**config.mk**
```make
export PLATFORM = sky130hd
export DESIGN_NAME = ula32_cond_stage
export DESIGN_NICKNAME = d
export VERILOG_FILES = /design/src/rtl/ula32_cond_stage.sv
export SDC_FILE = /design/constraint.sdc
export NUM_CORES = 1
export LEC_CHECK = 0
export ABC_CLOCK_PERIOD_IN_PS = 2500
export CAP_MARGIN = 40
export CORE_ASPECT_RATIO = 1.75
export CORE_MARGIN = 4
export CORE_UTILIZATION = 30
export CTS_CLUSTER_SIZE = 28
export DETAILED_ROUTE_END_ITERATION = 10
export PLACE_DENSITY_LB_ADDON = 0.1
export SLEW_MARGIN = 10
export SYNTH_ARGS = -nofsm -noshare
export SYNTH_HDL_FRONTEND = slang
export SYNTH_SLANG_ARGS = --single-unit
```
**constraint.sdc**
```tcl
create_clock -name clk -period 2.5 [get_ports clk]
set_input_delay 0.5 -clock clk [delete_from_list [all_inputs] [get_ports clk]]
set_output_delay 0.5 -clock clk [all_outputs]
set_load 0.1 [all_outputs]
```
**src/rtl/ula32_cond_stage.sv**
```systemverilog
// Condition/flag stage behind the ula32 ALU: holds the NZCV register, tags each
// result with its condition outcome and forwards it through a 2-entry FIFO.
module ula32_cond_stage #(
  parameter int DATA_W = 32,
  parameter int TAG_W  = 4,
  parameter int CNT_W  = 16
) (
  input  logic              clk,
  input  logic              reset_n,
  input  logic              in_valid,
  output logic              in_ready,
  input  logic [DATA_W-1:0] Result,
  input  logic [3:0]        ALUflags,
  input  logic [3:0]        cond,
  input  logic              set_flags,
  input  logic [TAG_W-1:0]  rd,
  output logic              out_valid,
  input  logic              out_ready,
  output logic [DATA_W-1:0] out_result,
  output logic [TAG_W-1:0]  out_rd,
  output logic              out_we,
  output logic [3:0]        flags,
  output logic [CNT_W-1:0]  skip_cnt
);

  logic [1:0]        count;
  logic [DATA_W-1:0] head_result, tail_result;
  logic [TAG_W-1:0]  head_rd, tail_rd;
  logic              head_we, tail_we;
  logic              pass;
  logic              push, pop;
  logic              fn, fz, fc, fv;

  assign {fn, fz, fc, fv} = flags;

  // Conditions test the architectural register, never the incoming ALU flags.
  always_comb begin
    pass = 1'b0;
    case (cond)
      4'b0000: pass = fz;
      4'b0001: pass = !fz;
      4'b0010: pass = fc;
      4'b0011: pass = !fc;
      4'b0100: pass = fn;
      4'b0101: pass = !fn;
      4'b0110: pass = fv;
      4'b0111: pass = !fv;
      4'b1000: pass = fc && !fz;
      4'b1001: pass = !fc || fz;
      4'b1010: pass = (fn == fv);
      4'b1011: pass = (fn != fv);
      4'b1100: pass = !fz && (fn == fv);
      4'b1101: pass = fz || (fn != fv);
      4'b1110: pass = 1'b1;
      default: pass = 1'b0;
    endcase
  end

  assign in_ready  = (count != 2'd2);
  assign out_valid = (count != 2'd0);
  assign push      = in_valid && in_ready;
  assign pop       = out_valid && out_ready;

  assign out_result = head_result;
  assign out_rd     = head_rd;
  assign out_we     = head_we;

  // Head registers drive the outputs directly, so they keep their last value once emptied.
  always_ff @(posedge clk or negedge reset_n) begin
    if (!reset_n) begin
      count       <= 2'd0;
      head_result <= '0;
      head_rd     <= '0;
      head_we     <= 1'b0;
      tail_result <= '0;
      tail_rd     <= '0;
      tail_we     <= 1'b0;
    end else if (push && pop) begin
      head_result <= Result;
      head_rd     <= rd;
      head_we     <= pass;
    end else if (push) begin
      if (count == 2'd0) begin
        head_result <= Result;
        head_rd     <= rd;
        head_we     <= pass;
      end else begin
        tail_result <= Result;
        tail_rd     <= rd;
        tail_we     <= pass;
      end
      count <= count + 2'd1;
    end else if (pop) begin
      if (count == 2'd2) begin
        head_result <= tail_result;
        head_rd     <= tail_rd;
        head_we     <= tail_we;
      end
      count <= count - 2'd1;
    end
  end

  always_ff @(posedge clk or negedge reset_n) begin
    if (!reset_n) begin
      flags    <= 4'b0000;
      skip_cnt <= '0;
    end else if (push) begin
      if (set_flags && pass)
        flags <= ALUflags;
      if (!pass && (skip_cnt != {CNT_W{1'b1}}))
        skip_cnt <= skip_cnt + {{(CNT_W-1){1'b0}}, 1'b1};
    end
  end

endmodule

```
==> insert_results.sql, run 1 <==
INSERT INTO impl_metrics (metric_group, metric, value, unit) VALUES
('sta', 'setup_viol', '0', ''),
('yosys', 'synth.ff_latch_count', '96', ''),
('global_route', 'groute.usage.overall', '13.00', '%'),
('detailed_routing', 'routed_via_density', '4.709', ''),
('place', 'post_dp_cell_area', '5568', 'um2'),
('sta', 'maxSlewViolCount', '0', ''),
('final_layout', 'final_common_cell', 'sky130_fd_sc_hd__dfrtp_1', ''),
('setup_path', 'reg2regPathDepth', '10', ''),
('sta', 'setup_repair_after_global_routing_missed_its_margin', 'false', ''),
('sta', 'hold_violations', '0', ''),
('yosys', 'yosys.cell_types.count', '41', ''),
('run_status', 'run_status', 'complete, no violations', ''),
('final_layout', 'finish.net_count', '572', ''),
('final_layout', 'final_cell_area', '5858', 'um2'),
('floorplan', 'coreArea', '14050', 'um2'),
('clocking', 'cts_tree', 'yes', ''),
('clocking', 'clockRootBuffer', 'sky130_fd_sc_hd__clkbuf_16', ''),
('detailed_routing', 'drt-wirelength-per-cell', '14.91', 'um'),
('sta', 'max-slew-margin-rel', '72.07', '%'),
('setup_path', 'timing.critical_path.to_type', 'register', ''),
('floorplan', 'starting_density', '30.86', '%'),
('clocking', 'inserted_clock_buffers', '9', ''),
('detailed_routing', 'drt_pre_antenna_iters', '4', ''),
('final_layout', 'antenna_cells', '0', ''),
('setup_path', 'worstPathArrival', '2.53', 'ns'),
('clocking', 'clk_latency', '0.34', 'ns'),
('setup_path', 'setup.worst_path.start_class', 'primary input', ''),
('final_layout', 'synthToLayoutAreaGrowth', '35.12', '%'),
('global_route', 'remaining_overflow_grt', '0', ''),
('yosys', 'syn-num-nets', '461', ''),
('clocking', 'clockBufferDepth', '2', ''),
('clocking', 'clk_pin_slew_worst_paths', '0.07', 'ns'),
('final_layout', 'final_layout_size_suffix_gt1_share', '29.20', '%'),
('final_layout', 'layout.core_utilization', '41.70', '%'),
('yosys', 'synth_enable_flop_cells', '0', ''),
('setup_path', 'reg2reg_from', 'count[0]', ''),
('yosys', 'post_synth_inst_count', '408', ''),
('setup_path', 'timing.critical_path.required', '2.72', 'ns'),
('setup_path', 'critPathMaxFanout', '8', ''),
('yosys', 'ys_seq_area_share', '55.41', '%'),
('detailed_routing', 'vias', '3301', ''),
('yosys', 'synthesis.area', '4335', 'um2'),
('yosys', 'postSynth.asyncResetShare', '100.0', '%'),
('place', 'port_buf_inserts', '107', ''),
('global_route', 'grt_start_max_net_pins', '48', ''),
('floorplan', 'die_area', '16520', 'um2'),
('clocking', 'cts.sink_count', '96', ''),
('floorplan', 'chipHeight', '167.0', 'um'),
('detailed_routing', 'drt_iter0_markers', '106', ''),
('sta', 'post-route-period-util', '92.20', '%'),
('floorplan', 'number_of_placement_rows', '57', ''),
('global_route', 'first_global_vias', '3455', ''),
('clocking', 'cts-hold-fix-buffers', '0', ''),
('detailed_routing', 'drc', '0', ''),
('sta', 'finalClockSkew', '0.007745', 'ns'),
('yosys', 'synth_ff_type', 'sky130_fd_sc_hd__dfrtp_1', ''),
('setup_path', 'reg2reg_slack', '0.46', 'ns'),
('place', 'hpwl', '7358', 'um'),
('setup_path', 'crit_path_start', 'cond[1]', ''),
('min_path', 'hold_class', 'in -> async', ''),
('detailed_routing', 'drt.antenna.violating_nets', '0', ''),
('setup_path', 'crit_type', 'in -> reg', ''),
('floorplan', 'die_width', '98.88', 'um'),
('final_layout', 'layout_common_cells', '92 x sky130_fd_sc_hd__dfrtp_1, 85 x sky130_fd_sc_hd__nand2_1, 73 x sky130_fd_sc_hd__buf_4', ''),
('sta', 'timing.final.crit_period', '2.305', 'ns'),
('place', 'place.gp.congestion', '0.7542', ''),
('sta', 'worst_pin_slew', '0.4190', 'ns'),
('yosys', 'post_synth.cell_area_avg', '10.63', 'um2'),
('sta', 'fmax', '433.8', 'MHz'),
('floorplan', 'i_o_pin_count', '108', ''),
('yosys', 'total_of_warnings_raised_by_yosys', '0', ''),
('detailed_routing', 'postRouteWirelength', '10450', 'um'),
('global_route', 'antenna_violations_before_repair', '0', ''),
('clocking', 'cts-htree-levels', '3', ''),
('job', 'cap_violations', '0', ''),
('setup_path', 'timing.rr.end', 'out_we', ''),
('global_route', 'grt_first_pass_wirelength', '17390', 'um');
[layout make-up]
cell class	instances	area, um2
Clock buffer	9	225.2
Clock inverter	7	63.81
Fill cell	1413	8192
Inverter	7	26.28
Multi-Input combinational cell	280	1795
Sequential cell	96	2407
Tap cell	177	221.5
Timing Repair Buffer	125	1119
[flip-flops by register name (all words and copies together), names as in the netlist]
register,cells
out_result,32
tail_result,32
skip_cnt,16
flags,4
out_rd,4
tail_rd,4
count,2
out_we,1
tail_we,1
[worst max path at each step]
| stage | end | slack, ns | depth (start not counted) |
|---|---|---|---|
| after CTS | flags[2] | 0.14 | 7 |
| after floorplan | out_rd[3] | 0.03 | 11 |
| final | flags[2] | 0.19 | 8 |
| after global routing | flags[1] | 0.05 | 8 |
| after detailed placement | flags[3] | -0.23 | 7 |
| after global placement | flags[0] | -0.16 | 7 |
[worst max-delay path: stages]
cell	delay [ns]
sky130_fd_sc_hd__clkdlybuf4s50_1	0.62
sky130_fd_sc_hd__mux2_2	0.37
sky130_fd_sc_hd__nor3_1	0.18
sky130_fd_sc_hd__buf_4	0.15
sky130_fd_sc_hd__nor4_4	0.04
sky130_fd_sc_hd__o211ai_2	0.08
sky130_fd_sc_hd__and3_2	0.28
sky130_fd_sc_hd__mux2_4	0.31
[stage by stage]
| stage | std cells | hold WS (ns) | setup slack [ns] | setup TNS [ns] |
|---|---|---|---|---|
| after detailed placement | 685 | 0.4668 | -0.2251 | -1.797 |
| after floorplan | 408 | 0.2044 | 0.02573 | 0 |
| after global routing | 701 | 0.1198 | 0.05154 | 0 |
| after CTS | 701 | 0.1009 | 0.1435 | 0 |
| after global placement | 685 | 0.4746 | -0.1638 | -1.140 |
| final | 701 | 0.09465 | 0.1950 | 0 |
[per-layer routing]
| layer | track usage, % | share of wire (%) |
|---|---|---|
| met1 | 15.26 | 41 |
| met2 | 23.21 | 52 |
| met3 | 3.014 | 5.0 |
| met4 | 3.924 | 1.2 |
| met5 | 0 | 0 |
[synth_stat cells, types with 2 or more instances]
cell	n	area, um2
sky130_fd_sc_hd__nand2_1	86	322.8
sky130_fd_sc_hd__dfrtp_1	96	2402
sky130_fd_sc_hd__nand3b_1	3	22.52
sky130_fd_sc_hd__clkbuf_1	16	60.06
sky130_fd_sc_hd__xor2_1	16	140.1
sky130_fd_sc_hd__a31oi_1	37	231.5
sky130_fd_sc_hd__mux2_2	39	439.2
sky130_fd_sc_hd__nand3_1	2	10.01
sky130_fd_sc_hd__nand4_1	3	18.77
sky130_fd_sc_hd__o21ai_0	2	10.01
sky130_fd_sc_hd__buf_1	4	15.01
sky130_fd_sc_hd__mux2_4	4	60.06
sky130_fd_sc_hd__nor2_1	49	183.9
sky130_fd_sc_hd__mux2i_1	2	20.02
sky130_fd_sc_hd__inv_1	7	26.28
sky130_fd_sc_hd__xnor2_1	3	26.28
sky130_fd_sc_hd__a21oi_1	3	15.01
sky130_fd_sc_hd__ha_1	4	50.05
sky130_fd_sc_hd__buf_6	3	33.78
sky130_fd_sc_hd__nor3_1	8	40.04
[logic make-up after synthesis]
| kind of cell | after synthesis | synth area share (%) |
|---|---|---|
| AND/OR/NAND/NOR | 164 | 16.42 |
| flip-flops | 96 | 55.41 |
| AO/OA/AOI/OAI | 47 | 7.331 |
| multiplexers | 46 | 12.24 |
| buffers and inverters | 32 | 3.608 |
| XOR/XNOR | 19 | 3.838 |
| adder cells (fa/ha/maj) | 4 | 1.154 |
[repair_timing]
action / in CTS / in global routing
gates resized for setup: 0 / 1
endpoints found under the setup margin: 0 / 4
buffers inserted: 0 / 0
Power of run 1 is not shown: default switching activity piles up to over one toggle a cycle in this logic, so the estimate is an artifact.
==> run 2, diff against run 1 <==
--- a/config.mk
+++ b/config.mk
@@ -5,10 +5,9 @@
 export SDC_FILE = /design/constraint.sdc
 export NUM_CORES = 1
 export LEC_CHECK = 0
+export ABC_AREA = 1
 export ABC_CLOCK_PERIOD_IN_PS = 2500
-export CAP_MARGIN = 40
 export CORE_ASPECT_RATIO = 1.75
-export CORE_MARGIN = 4
 export CORE_UTILIZATION = 30
 export CTS_CLUSTER_SIZE = 28
 export DETAILED_ROUTE_END_ITERATION = 10
==> insert_results.sql, run 2 <==
INSERT INTO impl_metrics (metric_group, metric, value, unit) VALUES
('clocking', 'cts-hold-fix-buffers', '0', ''),
('detailed_routing', 'drt_pre_antenna_iters', '4', ''),
('power', 'power_leakage', '3.100', 'nW'),
('global_route', 'first_global_vias', '4210', ''),
('yosys', 'postSynth.asyncResetShare', '100.0', '%'),
('final_layout', 'finish.net_count', '757', ''),
('floorplan', 'die_area', '16440', 'um2'),
('detailed_routing', 'vias', '4159', ''),
('sta', 'setup_viol', '0', ''),
('sta', 'finalClockSkew', '0.005939', 'ns'),
('detailed_routing', 'drt_iter0_markers', '203', ''),
('place', 'hpwl', '8542', 'um'),
('yosys', 'syn-num-nets', '660', ''),
('floorplan', 'coreArea', '15460', 'um2'),
('sta', 'hold-worst-slack', '0.1405', 'ns'),
('final_layout', 'final_layout_size_suffix_gt1_share', '14.25', '%'),
('clocking', 'clk_pin_slew_worst_paths', '0.07', 'ns'),
('clocking', 'cts_tree', 'yes', ''),
('floorplan', 'starting_density', '30.86', '%'),
('place', 'place.gp.congestion', '0.9412', ''),
('yosys', 'synth_enable_flop_cells', '0', ''),
('sta', 'setup_repair_after_global_routing_missed_its_margin', 'false', ''),
('detailed_routing', 'postRouteWirelength', '12060', 'um'),
('setup_path', 'worst_path_max_delay_cell', 'sky130_fd_sc_hd__clkdlybuf4s50_1', ''),
('detailed_routing', 'drt-wirelength-per-cell', '13.47', 'um'),
('sta', 'timing.final.crit_period', '2.024', 'ns'),
('yosys', 'synth_ff_type', 'sky130_fd_sc_hd__dfrtp_1', ''),
('final_layout', 'layout_common_cells', '203 x sky130_fd_sc_hd__nand2_1, 110 x sky130_fd_sc_hd__o21ai_0, 96 x sky130_fd_sc_hd__dfrtp_1', ''),
('power', 'p_per_area', '1507', 'nW/um2'),
('setup_path', 'reg2regPathDepth', '9', ''),
('global_route', 'grt_start_max_net_pins', '66', ''),
('setup_path', 'worstPathArrival', '2.30', 'ns'),
('setup_path', 'path_cells', 'clkdlybuf4s50_1 -> inv_1 -> nor2_1 -> nand3_1 -> nand2_1 -> nor2_1 -> nand2_1 -> nor2_4 -> nand4_1 -> nand2_1', ''),
('min_path', 'hold_class', 'in -> async', ''),
('setup_path', 'setup.worst_path.start_class', 'primary input', ''),
('floorplan', 'i_o_pin_count', '108', ''),
('run_status', 'run_status', 'complete, no violations', ''),
('clocking', 'clockRootBuffer', 'sky130_fd_sc_hd__clkbuf_16', ''),
('yosys', 'synth_top_cells_by_area', 'sky130_fd_sc_hd__dfrtp_1 50%, sky130_fd_sc_hd__nand2_1 16%, sky130_fd_sc_hd__o21ai_0 12%', ''),
('detailed_routing', 'drc', '0', ''),
('clocking', 'clockBufferDepth', '2', ''),
('yosys', 'total_of_warnings_raised_by_yosys', '0', ''),
('sta', 'hold_violations', '0', ''),
('setup_path', 'reg2reg_from', 'skip_cnt[0]', ''),
('yosys', 'post_synth_inst_count', '607', ''),
('sta', 'max-slew-margin-rel', '62.99', '%'),
('clocking', 'inserted_clock_buffers', '9', ''),
('yosys', 'yosys.cell_types.count', '26', ''),
('setup_path', 'crit_type', 'in -> reg', ''),
('clocking', 'cts-resized-gates', '0', ''),
('yosys', 'synthesis.area', '4772', 'um2'),
('clocking', 'cts_setup_buffers', '0', ''),
('sta', 'post-route-period-util', '80.97', '%'),
('yosys', 'synth_largest_area_cell', 'sky130_fd_sc_hd__dfrtp_1', ''),
('yosys', 'synth.ff_latch_count', '96', ''),
('detailed_routing', 'drt.antenna.violating_nets', '0', ''),
('yosys', 'post_synth.cell_area_avg', '7.862', 'um2'),
('floorplan', 'number_of_placement_rows', '60', ''),
('setup_path', 'crit_family', 'simple AND/OR/NAND/NOR gates', ''),
('setup_path', 'timing.critical_path.to_type', 'register', ''),
('sta', 'fmax', '494.0', 'MHz'),
('setup_path', 'reg2reg_slack', '0.50', 'ns'),
('yosys', 'synth_top_area_share', '50.34', '%'),
('sta', 'worst_pin_slew', '0.5552', 'ns'),
('global_route', 'grt_first_pass_wirelength', '20070', 'um'),
('sta', 'tns', '0', 'ns'),
('sta', 'maxSlewViolCount', '0', ''),
('setup_path', 'crit_path_frequent_cell', 'sky130_fd_sc_hd__nand2_1', ''),
('setup_path', 'timing.rr.end', 'skip_cnt[8]', ''),
('global_route', 'remaining_overflow_grt', '0', ''),
('global_route', 'groute.usage.overall', '15.20', '%'),
('final_layout', 'num-fill-cells', '1585', ''),
('setup_path', 'crit_buf_inv', '2', ''),
('final_layout', 'antenna_cells', '0', ''),
('job', 'cap_violations', '0', ''),
('detailed_routing', 'routed_via_density', '4.647', ''),
('place', 'port_buf_inserts', '107', ''),
('floorplan', 'chipHeight', '168.8', 'um'),
('clocking', 'clk_latency', '0.34', 'ns'),
('setup_path', 'critPathMaxFanout', '17', ''),
('clocking', 'cts.sink_count', '96', ''),
('final_layout', 'final_common_cell', 'sky130_fd_sc_hd__nand2_1', ''),
('setup_path', 'timing.critical_path.slowest_cell_delay', '0.51', 'ns'),
('floorplan', 'die_width', '97.34', 'um'),
('clocking', 'cts-htree-levels', '3', ''),
('global_route', 'antenna_violations_before_repair', '0', ''),
('yosys', 'synth.top_cells.by_count', '204 x sky130_fd_sc_hd__nand2_1, 110 x sky130_fd_sc_hd__o21ai_0, 96 x sky130_fd_sc_hd__dfrtp_1', ''),
('yosys', 'cell_with_the_most_instances_after_synthesis', 'sky130_fd_sc_hd__nand2_1', ''),
('yosys', 'ys_seq_area_share', '50.34', '%'),
('setup_path', 'timing.critical_path.required', '2.78', 'ns'),
('final_layout', 'synthToLayoutAreaGrowth', '30.68', '%'),
('power', 'worst_ir_drop_vdd', '0.7041', 'mV');
[run 2: cell count changes after synthesis, sizes merged, moves of 5 or more]
cell,before,now
nand2,86,207
o21ai,2,112
inv,7,65
mux2,44,0
a31oi,37,0
nand4,3,25
nor2,49,31
nand3,2,15
xor2,16,8
nor3,9,4
[run 2: final cells by class]
type                       count  area (um2)  area share, %
sequential                    96        2402          38.52
multi-input combinational    418        1988          31.88
timing repair buffer         114        1036          16.61
clock buffer                  12       256.5          4.113
inverter                      65       244.0          3.913
tap                          186       232.7          3.732
clock inverter                 4       76.32          1.224
[run 2: power by group]
part	internal (mW)	total (mW)	switching [mW]
combinational	1.16	5.19	4.03
clock	0.934	1.53	0.597
sequential	2.22	2.67	0.453
total	4.31	9.40	5.08
[run 2: cells by family (layout without fill, tap and decap cells)]
kind of cell | count (synthesis) | count (layout) | share of synthesized area, %
buffers and inverters | 93 | 195 | 8.154
AO/OA/AOI/OAI | 117 | 117 | 12.32
flip-flops | 96 | 96 | 50.34
adder cells (fa/ha/maj) | 4 | 4 | 1.049
AND/OR/NAND/NOR | 283 | 283 | 25.54
XOR/XNOR | 13 | 13 | 2.386
multiplexers | 1 | 1 | 0.2098
[run 2: layer usage]
metal	wire [um]	vias up	global-route usage [%]
met1	5035	1897	16.68
met3	426	26	2.519
met2	6248	101	28.48
met4	349	0	6.650
met5	0	-	0
li1	-	2135	-
[run 2: worst max path at each step]
stage,end,startpoint,cells after the start
after floorplan,tail_result[0],count[0],13
after global placement,tail_result[14],in_valid,9
after detailed placement,tail_result[14],in_valid,9
after CTS,tail_result[14],in_valid,9
after global routing,skip_cnt[10],cond[3],10
final,skip_cnt[10],cond[3],10
[run 2: through the flow]
stage                     power, mW  instances  utilization, %  setup slack (ns)  area, um2
after global placement        7.890        879           38.17            0.1571       5903
after global routing          9.964        895           40.32            0.2631       6236
after CTS                     9.502        895           40.32            0.4776       6236
final                         9.398        895           40.32            0.4757       6236
after floorplan               6.681        607               -            0.1177       4780
after detailed placement      7.945        879           38.17            0.1286       5903
Power figures use the tool's default switching activity.
==> run 3, diff against run 2 <==
--- a/config.mk
+++ b/config.mk
@@ -6,7 +6,7 @@
 export NUM_CORES = 1
 export LEC_CHECK = 0
 export ABC_AREA = 1
-export ABC_CLOCK_PERIOD_IN_PS = 2500
+export ABC_CLOCK_PERIOD_IN_PS = 1700
 export CORE_ASPECT_RATIO = 1.75
 export CORE_UTILIZATION = 30
 export CTS_CLUSTER_SIZE = 28
==> constraint.sdc (replaced) <==
create_clock -name clk -period 1.7 [get_ports clk]
set_input_delay 0.34 -clock clk [delete_from_list [all_inputs] [get_ports clk]]
set_output_delay 0.34 -clock clk [all_outputs]
set_load 0.1 [all_outputs]
==> insert_results.sql, run 3 (synthesized netlist as in run 2, its figures left out) <==
INSERT INTO impl_metrics (metric_group, metric, value, unit) VALUES
('run_status', 'run_status', 'finished, violations left', ''),
('run_status', 'failing_checks', 'setup timing', ''),
('setup_path', 'crit_type', 'in -> reg', ''),
('power', 'p_per_area', '2213', 'nW/um2'),
('global_route', 'grt_start_max_net_pins', '51', ''),
('sta', 'finalClockSkew', '0.01262', 'ns'),
('sta', 'layout_setup_ws', '-0.03337', 'ns'),
('detailed_routing', 'drc', '0', ''),
('detailed_routing', 'drt_iter0_markers', '228', ''),
('power', 'worst_ir_drop_vdd', '1.178', 'mV'),
('clocking', 'clk_pin_slew_worst_paths', '0.07', 'ns'),
('min_path', 'holdCritStartpoint', 'tail_result[3]', ''),
('global_route', 'first_global_vias', '4285', ''),
('clocking', 'cts.sink_count', '96', ''),
('floorplan', 'coreArea', '15460', 'um2'),
('final_layout', 'layout_common_cells', '155 x sky130_fd_sc_hd__nand2_1, 75 x sky130_fd_sc_hd__dfrtp_1, 68 x sky130_fd_sc_hd__buf_12', ''),
('place', 'place.gp.congestion', '0.8569', ''),
('clocking', 'clockBufferDepth', '2', ''),
('global_route', 'groute.usage.overall', '16.29', '%'),
('setup_path', 'setup.worst_path.start_class', 'primary input', ''),
('clocking', 'clockRootBuffer', 'sky130_fd_sc_hd__clkbuf_16', ''),
('sta', 'max-slew-margin-rel', '64.96', '%'),
('sta', 'timing.final.crit_period', '1.733', 'ns'),
('detailed_routing', 'vias', '4592', ''),
('final_layout', 'layout.core_utilization', '52.04', '%'),
('setup_path', 'crit_path_start', 'in_valid', ''),
('sta', 'maxSlewViolCount', '0', ''),
('floorplan', 'i_o_pin_count', '108', ''),
('power', 'power_total', '17.81', 'mW'),
('detailed_routing', 'drt_pre_antenna_iters', '4', ''),
('detailed_routing', 'drt.antenna.violating_nets', '0', ''),
('setup_path', 'critPathMaxFanout', '8', ''),
('sta', 'fmax', '576.9', 'MHz'),
('place', 'hpwl', '9266', 'um'),
('global_route', 'remaining_overflow_grt', '0', ''),
('floorplan', 'die_area', '16440', 'um2'),
('final_layout', 'final_layout_size_suffix_gt1_share', '33.16', '%'),
('setup_path', 'reg2reg_from', 'count[0]', ''),
('sta', 'setup_viol', '57', ''),
('clocking', 'clk_latency', '0.35', 'ns'),
('sta', 'hold_violations', '0', ''),
('sta', 'worst_pin_slew', '0.5256', 'ns'),
('floorplan', 'starting_density', '30.86', '%'),
('place', 'port_buf_inserts', '107', ''),
('power', 'power_leakage', '3.755', 'nW'),
('clocking', 'cts-htree-levels', '3', ''),
('clocking', 'cts_tree', 'yes', ''),
('global_route', 'grt_first_pass_wirelength', '21240', 'um'),
('final_layout', 'antenna_cells', '0', ''),
('clocking', 'inserted_clock_buffers', '9', ''),
('final_layout', 'finish.net_count', '811', ''),
('sta', 'tns', '-0.7169', 'ns'),
('sta', 'setup_repair_after_global_routing_missed_its_margin', 'true', ''),
('place', 'place_worst_setup_slack', '-0.4847', 'ns'),
('min_path', 'hold_class', 'reg -> reg', ''),
('detailed_routing', 'drt-wirelength-per-cell', '15.54', 'um'),
('final_layout', 'final_common_cell', 'sky130_fd_sc_hd__nand2_1', ''),
('floorplan', 'die_width', '97.34', 'um'),
('global_route', 'antenna_violations_before_repair', '0', ''),
('detailed_routing', 'routed_via_density', '4.839', ''),
('floorplan', 'chipHeight', '168.8', 'um'),
('detailed_routing', 'postRouteWirelength', '14750', 'um'),
('sta', 'post-route-period-util', '102.0', '%'),
('final_layout', 'synthToLayoutAreaGrowth', '68.64', '%'),
('job', 'cap_violations', '0', ''),
('setup_path', 'timing.critical_path.to_type', 'register', ''),
('setup_path', 'timing.critical_path.required', '1.93', 'ns'),
('floorplan', 'number_of_placement_rows', '60', ''),
('setup_path', 'worstPathArrival', '1.96', 'ns');
-- run 3: final timing paths --
kind	endpoint	slack [ns]	depth (start not counted)
worst max-delay path	out_result[13]	-0.03	11
worst min-delay path	tail_result[3]	0.49	2
worst max register to register	out_result[13]	-0.03	12
worst min register to register	tail_result[3]	0.49	2
max in group asynchronous	out_result[4]	0.59	3
min in group asynchronous	flags[0]	0.50	2
-- run 3: per-stage QoR --
| stage | area (um2) | std cells | hold slack, ns |
|---|---|---|---|
| CTS | 7461 | 928 | 0.4893 |
| finish | 8048 | 949 | 0.4866 |
| detailed placement | 6987 | 904 | 0.3485 |
| global route | 8048 | 949 | 0.5086 |
| global placement | 6987 | 904 | 0.3493 |
| floorplan | 5011 | 607 | 0.04441 |
-- run 3: repair_timing --
item,4_1_cts,5_1_grt
endpoints found under the setup margin,92,95
gates cloned,2,11
gates resized for setup,36,103
pin swaps,4,15
setup buffers,5,10
hold buffers,1,0
hold endpoints to repair,31,0
-- run 3: power breakdown --
part	internal, mW	leakage [nW]	total (mW)	switching (mW)
Combinational	4.32	2.42	11.2	6.88
Sequential	3.33	1.18	4.33	1.00
Clock	1.38	0.163	2.28	0.906
Total	9.02	3.75	17.8	8.79
-- run 3: layout make-up --
| type | instances | area, um2 |
|---|---|---|
| clock buffers | 12 | 256.5 |
| well taps | 186 | 232.7 |
| inverters | 65 | 272.8 |
| multi-input cells | 420 | 2374 |
| fillers | 1431 | 7417 |
| repair inverters | 1 | 6.256 |
| repair buffers | 165 | 2377 |
| clock inverters | 4 | 77.57 |
| flip-flops and latches | 96 | 2451 |
-- run 3: layer usage --
layer | up-vias | part of all wire, % | track usage (%) | wire (um)
met5 | - | 0 | 0 | 0
met4 | 0 | 2.5 | 6.714 | 374
met3 | 25 | 3.4 | 2.890 | 502
met2 | 118 | 56 | 30.99 | 8232
met1 | 2201 | 38 | 17.54 | 5640
li1 | 2248 | - | - | -
-- run 3: critical path, cell delays in order --
cell	delay, ns
sky130_fd_sc_hd__clkdlybuf4s50_1	0.53
sky130_fd_sc_hd__nand2_8	0.15
sky130_fd_sc_hd__inv_8	0.04
sky130_fd_sc_hd__ha_4	0.15
sky130_fd_sc_hd__nand2_2	0.06
sky130_fd_sc_hd__nand2_2	0.06
sky130_fd_sc_hd__nor2_4	0.22
sky130_fd_sc_hd__inv_8	0.11
sky130_fd_sc_hd__clkbuf_16	0.18
sky130_fd_sc_hd__nand2_2	0.06
sky130_fd_sc_hd__o21ai_2	0.05
